<file path="src/rtl/io_dma_ctrl.sv">
// Interrupt-driven burst reader: acknowledges a rising Int_req, reads BURST_LEN words
// over the active-low CS_/RD_ bus into a show-ahead FIFO drained by a valid/ready stream.
module io_dma_ctrl #(
   parameter int                ADDR_W     = 10,
   parameter int                DATA_W     = 32,
   parameter logic [ADDR_W-1:0] BASE_ADDR  = '0,
   parameter int                BURST_LEN  = 8,
   parameter int                FIFO_DEPTH = 16
) (
   input  logic                         Clk,
   input  logic                         Reset,
   input  logic                         Enable,
   input  logic                         Int_req,
   output logic                         Int_ack,
   output logic                         CS_,
   output logic                         RD_,
   output logic                         WR_,
   output logic [ADDR_W-1:0]            Addr,
   input  logic [DATA_W-1:0]            Data,
   output logic [DATA_W-1:0]            Dout,
   output logic                         Dout_valid,
   input  logic                         Dout_ready,
   output logic                         Busy,
   output logic                         Burst_done,
   output logic [$clog2(FIFO_DEPTH):0]  Fifo_count
);

   localparam int PTR_W = $clog2(FIFO_DEPTH);
   localparam int CNT_W = PTR_W + 1;
   localparam int IDX_W = (BURST_LEN > 1) ? $clog2(BURST_LEN) : 1;
   localparam logic [IDX_W-1:0] LAST_IDX = IDX_W'(BURST_LEN - 1);
   localparam logic [CNT_W-1:0] FULL_CNT = CNT_W'(FIFO_DEPTH);

   typedef enum logic [1:0] {
      S_IDLE = 2'd0,
      S_ACK  = 2'd1,
      S_READ = 2'd2,
      S_DONE = 2'd3
   } state_t;

   state_t              state_q, state_d;
   logic                int_req_d_q;
   logic                pending_q, pending_d;
   logic [ADDR_W-1:0]   ptr_q, ptr_d;
   logic [IDX_W-1:0]    idx_q, idx_d;
   logic [PTR_W-1:0]    wr_ptr_q, wr_ptr_d;
   logic [PTR_W-1:0]    rd_ptr_q, rd_ptr_d;
   logic [CNT_W-1:0]    count_q, count_d;
   logic                int_ack_q, burst_done_q, busy_q, cs_n_q, rd_n_q;
   logic [DATA_W-1:0]   fifo_mem_q [FIFO_DEPTH];

   logic rise_s, req_s, push_s, pop_s, full_s;

   always_comb begin
      rise_s    = Int_req & ~int_req_d_q;
      req_s     = rise_s & Enable;
      full_s    = (count_q == FULL_CNT);
      push_s    = (state_q == S_READ) && !full_s;
      pop_s     = (count_q != '0) && Dout_ready;
      state_d   = state_q;
      pending_d = pending_q;
      ptr_d     = ptr_q;
      idx_d     = idx_q;
      case (state_q)
         S_IDLE: begin
            if (pending_q || req_s) begin
               state_d   = S_ACK;
               pending_d = 1'b0;
            end else begin
               state_d   = S_IDLE;
            end
         end
         S_ACK: begin
            state_d   = S_READ;
            pending_d = pending_q | req_s;
         end
         S_READ: begin
            pending_d = pending_q | req_s;
            if (push_s) begin
               ptr_d = ptr_q + ADDR_W'(1);
               if (idx_q == LAST_IDX) begin
                  idx_d   = '0;
                  state_d = S_DONE;
               end else begin
                  idx_d   = idx_q + IDX_W'(1);
               end
            end else begin
               // FIFO full: keep the bus asserted on the same address until space frees up
               state_d = S_READ;
            end
         end
         S_DONE: begin
            state_d   = S_IDLE;
            pending_d = pending_q | req_s;
         end
         default: begin
            state_d   = S_IDLE;
            pending_d = 1'b0;
         end
      endcase
   end

   always_comb begin
      wr_ptr_d = push_s ? wr_ptr_q + PTR_W'(1) : wr_ptr_q;
      rd_ptr_d = pop_s  ? rd_ptr_q + PTR_W'(1) : rd_ptr_q;
      case ({push_s, pop_s})
         2'b10:   count_d = count_q + CNT_W'(1);
         2'b01:   count_d = count_q - CNT_W'(1);
         default: count_d = count_q;
      endcase
   end

   always_ff @(posedge Clk) begin
      if (Reset) begin
         state_q      <= S_IDLE;
         int_req_d_q  <= 1'b0;
         pending_q    <= 1'b0;
         ptr_q        <= BASE_ADDR;
         idx_q        <= '0;
         wr_ptr_q     <= '0;
         rd_ptr_q     <= '0;
         count_q      <= '0;
         int_ack_q    <= 1'b0;
         burst_done_q <= 1'b0;
         busy_q       <= 1'b0;
         cs_n_q       <= 1'b1;
         rd_n_q       <= 1'b1;
      end else begin
         state_q      <= state_d;
         int_req_d_q  <= Int_req;
         pending_q    <= pending_d;
         ptr_q        <= ptr_d;
         idx_q        <= idx_d;
         wr_ptr_q     <= wr_ptr_d;
         rd_ptr_q     <= rd_ptr_d;
         count_q      <= count_d;
         int_ack_q    <= (state_d == S_ACK);
         burst_done_q <= (state_d == S_DONE);
         busy_q       <= (state_d != S_IDLE);
         cs_n_q       <= (state_d != S_READ);
         rd_n_q       <= (state_d != S_READ);
      end
   end

   // Storage needs no reset: emptiness is tracked by the pointers and count alone
   always_ff @(posedge Clk) begin
      if (push_s && !Reset) begin
         fifo_mem_q[wr_ptr_q] <= Data;
      end
   end

   assign Int_ack    = int_ack_q;
   assign Burst_done = burst_done_q;
   assign Busy       = busy_q;
   assign CS_        = cs_n_q;
   assign RD_        = rd_n_q;
   assign WR_        = 1'b1;
   assign Addr       = ptr_q;
   assign Dout       = fifo_mem_q[rd_ptr_q];
   assign Dout_valid = (count_q != '0);
   assign Fifo_count = count_q;

endmodule

</file>
<file path="config.mk">
export PLATFORM = sky130hd
export DESIGN_NAME = io_dma_ctrl
export DESIGN_NICKNAME = d
export VERILOG_FILES = /design/src/rtl/io_dma_ctrl.sv
export SDC_FILE = /design/constraint.sdc
export NUM_CORES = 1
export LEC_CHECK = 0
export CAP_MARGIN = 20
export CORE_AREA = 2 2 186 325
export CTS_BUF_LIST = sky130_fd_sc_hd__clkbuf_4
export DETAILED_ROUTE_END_ITERATION = 8
export DIE_AREA = 0 0 188 327
export SETUP_SLACK_MARGIN = 0.3
export SLEW_MARGIN = 20
export SYNTH_ARGS = -nofsm -noshare
export SYNTH_HDL_FRONTEND = slang
export SYNTH_SLANG_ARGS = --single-unit
</file>
<file path="constraint.sdc">
create_clock -name Clk -period 11.67 [get_ports Clk]
set_input_delay 2.334 -clock Clk [delete_from_list [all_inputs] [get_ports Clk]]
set_output_delay 2.334 -clock Clk [all_outputs]
set_load 0.05 [all_outputs]
</file>
* Yosys cells after proc, flatten, opt, wreduce, memory -nomap -nowiden
Memories as Yosys holds them, arrays and structs flattened. A register that Yosys moved wholly into a read port is not among the register bits.
Index checks and enable logic that the tools add are counted.
** Word-level totals
- Memories kept :: 1
- Register bits :: 34
- Bits in writable memories :: 512
- Word-level logic and storage cells :: 58
** Memories
- fifo_mem_q :: words 16, width 32, rd ports 1, clocked after Yosys merged registers in 1, wr ports 1, RTL line 50 : logic [DATA_W-1:0] fifo_mem_q [FIFO_DEPTH];
** Operators by class
- Equality and inequality tests :: 11
- Bitwise logic cells :: 4
- Muxes and demuxes :: 12
- $add $sub $neg :: 6
- Reduce and logical (&&, ||, !) cells :: 12
** Operators with widths (count)
- 10-bit by 1-bit adder with 10-bit output, second input constant :: 1
- 5-bit case mux with 2 select lines :: 1
- 4-bit by 1-bit adder with 4-bit output, second input constant :: 2
- 2-bit == test, second input constant :: 4
- 4-bit two-way mux :: 2
- 2-bit case mux with 4 select lines :: 1
- 2-bit by 1-bit == test with 1-bit output, second input constant :: 3
- 5-bit by 1-bit adder with 5-bit output, second input constant :: 1
- 5-bit == test, second input constant :: 1
- 5-bit nonzero test :: 1
- 5-bit by 1-bit subtractor with 5-bit output, second input constant :: 1
- 1-bit two-way mux :: 4
- 2-bit two-way mux :: 2
- 2-bit inequality test, second input constant :: 2
- 2-bit nonzero test :: 2
- 3-bit by 1-bit adder with 3-bit output, second input constant :: 1
- 3-bit == test, second input constant :: 1
- 1-bit logical AND :: 3
- 3-bit two-way mux :: 1
- 3-bit OR reduction :: 1
- 1-bit AND :: 2
- 1-bit logical NOT :: 2
- 2-bit logical NOT :: 1
- 1-bit case mux with 2 select lines :: 1
- other kinds (4) :: 4

* Depth between registers and ports, before layout
Gate-level depths: netlist of the first run.
- Depth in word-level cells :: 7
- Mapped depth :: 14
- Gate-level depth less buffers :: 12

* Worst setup path before layout of the first run
Ideal clock, no wire load.
- Kind :: input to register
- Start point :: input Reset
- End point :: memory fifo_mem_q[0][0] (enable)
- Setup time :: 502 ps
- Arrival :: 5582 ps
- Stages :: 2
- Buffers on the path :: 0
- Data required time :: 11168 ps
- Setup slack :: 5587 ps
- Cells stage by stage :: nand2b_1 -> nor4_1
** Between the ends
- Longest elaborated chain between the ends :: 4
** RTL lines
- start: declaration :: RTL line 11 : input logic Reset,
- 1-bit logical NOT :: RTL line 147 : if (push_s && !Reset) begin
- 1-bit logical AND :: RTL line 147
- 1-bit two-way mux :: RTL line 147
- 1-bit two-way mux (implied by the code) :: RTL line 148 : fifo_mem_q[wr_ptr_q] <= Data;
- end: declaration :: RTL line 50
Every way passes these cells.

==> reports/results.ini, run 1 <==
[outcome]
status=completed

[drt]
avgViaCountPerCell=5.13
firstDrtPassIters=5
via_count=10476
drt_iter0_drc=693
drcViolationCount=0
drt-total-wl_um=46900
wl_per_cell_um=23.0
ant_nets=0

[power]
vdd_drop_max_mv=0.156
p_int_mw=3.06
p_sw_mw=1.03
p_seq_share_pct=54.0
combPwrFrac_pct=12.4
p_leak_nw=7.54
p_clk_share_pct=33.6
netSwitchingFraction_pct=25.2
p_per_area_nw_per_um2=168

[timing]
rsz0062_at_grt=false
fin_crit_ps=6680
max_freq_ghz=0.150
slew_headroom_pct=32.2
fin_ws_ps=4990
finalSetupViolCount=0
fin_tns_setup_ps=0
final.setup_skew_ps=75.4
fin_crit_sh_pct=57.2
hold_viol_final=0
drv_slew=0
tightestPinTransition_ps=1020

[floorplanning]
die-area_um2=61500
die_h_um=327
io_pins=91
rows=118
core-area_um2=58900
initial_utilization_pct=35.6
dieWidth_um=188

[placement]
io_buffers=89
postPlaceCellArea_um2=23000
place_ws_ps=5830
dp.cells=1842
hpwlAfterDp_um=23500
place_congestion=0.703

[grt]
grt_antenna_before_repair=5
grt_pass1_vias=11292
grt_pass1_wl_um=69600
overflow=0
gr-usage-all-layers_pct=15.4
grt_start_max_net_pins=88

[yosys]
ys_seq_area_share_pct=76.8
synth_ff_type=edfxtp_1
synth_nets=1059
yosysTopAreaCellShare_pct=73.2
yosysWarnings=0
async_reset_ff_share_pct=0
synth_commonest_cells=edfxtp_1 (512), mux4_2 (128), a22oi_1 (64), nand2_1 (47)
synth.largest_area_cell=edfxtp_1
synth_enable_flop_cells=512
syn_inst=1007
synth-seq-cells=550
yosysMostFrequentCell=edfxtp_1
avgSynthCellArea_um2=20.9
synthDistinctLibCells=45
synth_area_leaders=edfxtp_1 (73%), mux4_2 (14%), dfxtp_1 (3.6%)
syn_area_um2=21000

[critical_path]
cp.arrival_ps=4340
cp_max_fo=66
crit_path_start_kind=register
critPathKind=reg2out
cp_slowest_stage_delay_ps=1020
path_cells=buf_4, mux4_2, a22oi_1, nand2_1, clkdlybuf4s50_1
cp-end-kind=output pin
cp_slowest_cell=dfxtp_4
worstPathRequired_ps=9340
reg2reg_from=state_q[0]$_SDFF_PP0_

[clock_network]
clock-sinks=550
cts_setup_buffers=0
ctsResizeCount=0
cts_hold_buffers=0
clk_transition_reported_paths_ps=70
insertion_delay_ps=870
cts-root-buf=clkbuf_4
h-tree-depth=3
cts_buffer_depth=3
cts_tree=yes
cts-buffers-inserted=115

[final_layout]
nets=1231
post-route-util_pct=41.4
finish.instance_area_um2=24400
drive_gt1_share_pct=27.5
area_growth_pct=16.0
final-instance-count-excl-fill=2041

[job]
maxCapViolations=0

[worst_hold_path]
hold_path_class=reg2reg
hp-start=idx_q[1]$_SDFFE_PP0P_

## final cells by class
cell class | instances | area, um2
inverters | 10 | 40.0
fillers | 5199 | 34500
multi-input cells | 390 | 4720
repair buffers | 112 | 1080
clock buffers | 161 | 1210
clock inverters | 35 | 199
diodes | 3 | 7.51
well taps | 780 | 976
flip-flops and latches | 550 | 16100
## sequential cells by signal (all words and copies together) (netlist names), 2 cells and up, named ones only
register / count
fifo_mem_q: 512
Addr: 10
Fifo_count: 5
rd_ptr_q: 4
wr_ptr_q: 4
idx_q: 3
state_q: 2
## path summary, 6_finish.rpt
path | to | slack, ps | cells past startpoint
worst max-delay path | Dout[8] | 4990 | 5
worst min-delay path | idx_q[1]$_SDFFE_PP0P_ | 460 | 2
worst max register to register | fifo_mem_q[6][30]$_DFFE_PP_ | 8500 | 7
worst min register to register | idx_q[1]$_SDFFE_PP0P_ | 460 | 2
## placed cells by master (no fill, tap or decap), drive strengths merged, types with 5 or more instances in the layout
master         instances
ha                    15
nand2b                 6
mux4                 128
nand3                  5
nor2                  37
clkbuf               161
xor2                   7
clkinv                30
a21oi                 11
nor4                   6
inv                   11
buf                   23
edfxtp               512
nand4                  7
clkdlybuf4s50         89
a22oi                 64
o21ai                  5
dfxtp                 38
a211oi                 5
nand2                 47
xnor2                  9
## worst max-delay path: cells and delay by family, from the launching register on
kind	cells	cell delay [ps]
mux	1	410
simple gates	1	160
compound gates	1	200
flops	1	1020
buf+inv	2	1640
## cells by family after synthesis
| kind of cell | count (synthesis) | share of synthesized area, % |
|---|---|---|
| compound gates | 97 | 3.39 |
| xor+xnor | 16 | 0.667 |
| fa+ha+maj | 15 | 0.894 |
| buf+inv | 67 | 1.35 |
| flops | 550 | 76.8 |
| mux | 130 | 13.8 |
| other cells | 1 | 0.0179 |
| simple gates | 131 | 3.02 |
## through the flow
stage / hold WS [ps] / power [mW]
2_1_floorplan: 440 / 2.61
3_3_place_gp: 446 / 2.76
3_5_place_dp: 453 / 2.77
4_1_cts: 463 / 4.16
5_1_grt: 499 / 4.27
6_report: 462 / 4.10
## power by group through the flow
stage          Combinational [mW]  Clock [mW]  Sequential (mW)
4_1_cts                     0.514        1.43             2.21
3_5_place_dp                0.512           0             2.26
6_report                    0.506        1.38             2.21
5_1_grt                     0.543        1.51             2.22
3_3_place_gp                0.506           0             2.26
2_1_floorplan               0.370           0             2.24
## routing by layer
metal	vias up	wire [um]	part of all wire [%]	GRT usage (%)
met4	6	1190	2.5	6.32
met5	-	38	0.081	0
li1	4571	-	-	-
met1	5449	18200	39	18.7
met2	365	24500	52	26.7
met3	85	2960	6.3	3.42
Power figures use the tool's default switching activity.
==> run 2: changes to the inputs <==
- clock period: 11.67 -> 5.78 ns (I/O delays scaled with it)
==> reports/results.ini, run 2 (synthesized netlist as in run 1, its figures left out) <==
[critical_path]
reg2reg_from=state_q[0]$_SDFF_PP0_
crit_path_start_kind=register
cp_slowest_stage_delay_ps=750
r2r_cells=7
ff2ff_setup_slack_ps=2540
critPathKind=reg2out
cp-end-kind=output pin
path_cells=buf_12, mux4_2, a22oi_1, nand2_1, clkdlybuf4s50_1
r2r-end=fifo_mem_q[13][12]$_DFFE_PP_
cp.arrival_ps=3650
cp_max_fo=37
cp_slowest_cell=dfxtp_4
worstPathRequired_ps=4620

[drt]
avgViaCountPerCell=5.12
ant_nets=0
drcViolationCount=0
drt_iter0_drc=723
via_count=10564
drt-total-wl_um=47400
firstDrtPassIters=6
wl_per_cell_um=23.0

[grt]
overflow=0
grt_pass1_vias=11694
gr-usage-all-layers_pct=15.8
grt_pass1_wl_um=71300
grt_start_max_net_pins=81
grt_antenna_before_repair=6

[clock_network]
ctsResizeCount=0
insertion_delay_ps=870
clock-sinks=550
cts-buffers-inserted=118
cts-root-buf=clkbuf_4
cts_hold_buffers=0
h-tree-depth=3
clk_transition_reported_paths_ps=80
cts_buffer_depth=3
cts_tree=yes
cts_setup_buffers=0

[power]
p_per_area_nw_per_um2=349
vdd_drop_max_mv=0.426
power_mw=8.62
p_leak_nw=7.71

[final_layout]
nets=1240
final-instance-count-excl-fill=2065
final.fill_count=5176
layout_commonest_cell=edfxtp_1
regArea_um2=16100
top_register=fifo_mem_q
final_cell_mix=edfxtp_1 (512), clkbuf_4 (171), mux4_2 (128), clkdlybuf4s50_1 (89), a22oi_1 (64)
area_growth_pct=17.5
finish.instance_area_um2=24700
post-route-util_pct=41.9
multi_input_area_um2=4720
largest_reg_flops=512
drive_gt1_share_pct=28.9

[placement]
hpwlAfterDp_um=25300
io_buffers=89
postPlaceCellArea_um2=23000
dp.cells=1848
place_congestion=0.726

[timing]
final.setup_skew_ps=53.9
hold_viol_final=0
rsz0062_at_grt=false
max_freq_ghz=0.208
fin_crit_sh_pct=83.1
fin_crit_ps=4800
drv_slew=0
finalSetupViolCount=0
slew_headroom_pct=41.0
tightestPinTransition_ps=883
fin_tns_setup_ps=0

[worst_hold_path]
min_path_cells=2
hp-start=idx_q[1]$_SDFFE_PP0P_
min_to=idx_q[1]$_SDFFE_PP0P_
hold_path_class=reg2reg

[outcome]
status=completed

[floorplanning]
die-area_um2=61500
rows=118
die_h_um=327
core-area_um2=58900
initial_utilization_pct=35.6
dieWidth_um=188
io_pins=91

[job]
maxCapViolations=0

-- run 2: cell count changes in the layout (fill, tap and decap cells not counted) --
cell        delta
clkinv_1       -2
clkinv_2       +5
bufinv_16      +5
buf_12         +3
clkbuf_4      +10
diode_2        +2
buf_4          +3
clkinvlp_4     -1
clkinv_4       -1
-- run 2: critical path: cells and delay by family (launching register included) --
family | cells | cell delay, ps
buffers and inverters | 2 | 1090
AOI/OAI and AO/OA | 1 | 220
muxes | 1 | 540
DFF | 1 | 750
and+or+nand+nor | 1 | 140
-- run 2: layer usage --
metal	vias to the layer above	track usage (%)	part of all wire (%)
met1	5545	17.8	38
met2	326	28.5	53
met5	-	0	0.027
li1	4601	-	-
met4	2	7.04	3.0
met3	90	3.60	5.6
-- run 2: cell type report --
class | count | area share (%)
flip-flops and latches | 550 | 65.4
multi-input cells | 390 | 19.1
diodes | 5 | 0.0507
clock buffers | 171 | 5.20
inverters | 10 | 0.162
repair buffers | 118 | 4.69
well taps | 780 | 3.95
clock inverters | 41 | 1.42
-- run 2: power breakdown --
| part | internal [mW] | switching, mW | total (mW) |
|---|---|---|---|
| combinational | 0.452 | 0.608 | 1.06 |
| sequential | 4.37 | 0.0721 | 4.45 |
| clock | 1.67 | 1.44 | 3.12 |
-- run 2: how the worst max path moves through the flow --
stage / slack, ps / to / depth (start not counted)
6_report: 980 / Dout[5] / 5
5_1_grt: 700 / Dout[6] / 5
4_1_cts: 800 / Dout[6] / 5
3_5_place_dp: 1790 / Dout[6] / 5
3_3_place_gp: 1750 / Dout[8] / 5
2_1_floorplan: 630 / fifo_mem_q[0][0]$_DFFE_PP_ / 6
-- run 2: per-stage QoR --
step,hold slack (ps),setup slack (ps)
after floorplan,440,633
after global placement,447,1750
after detailed placement,459,1790
after CTS,471,803
after global routing,505,697
final,470,978
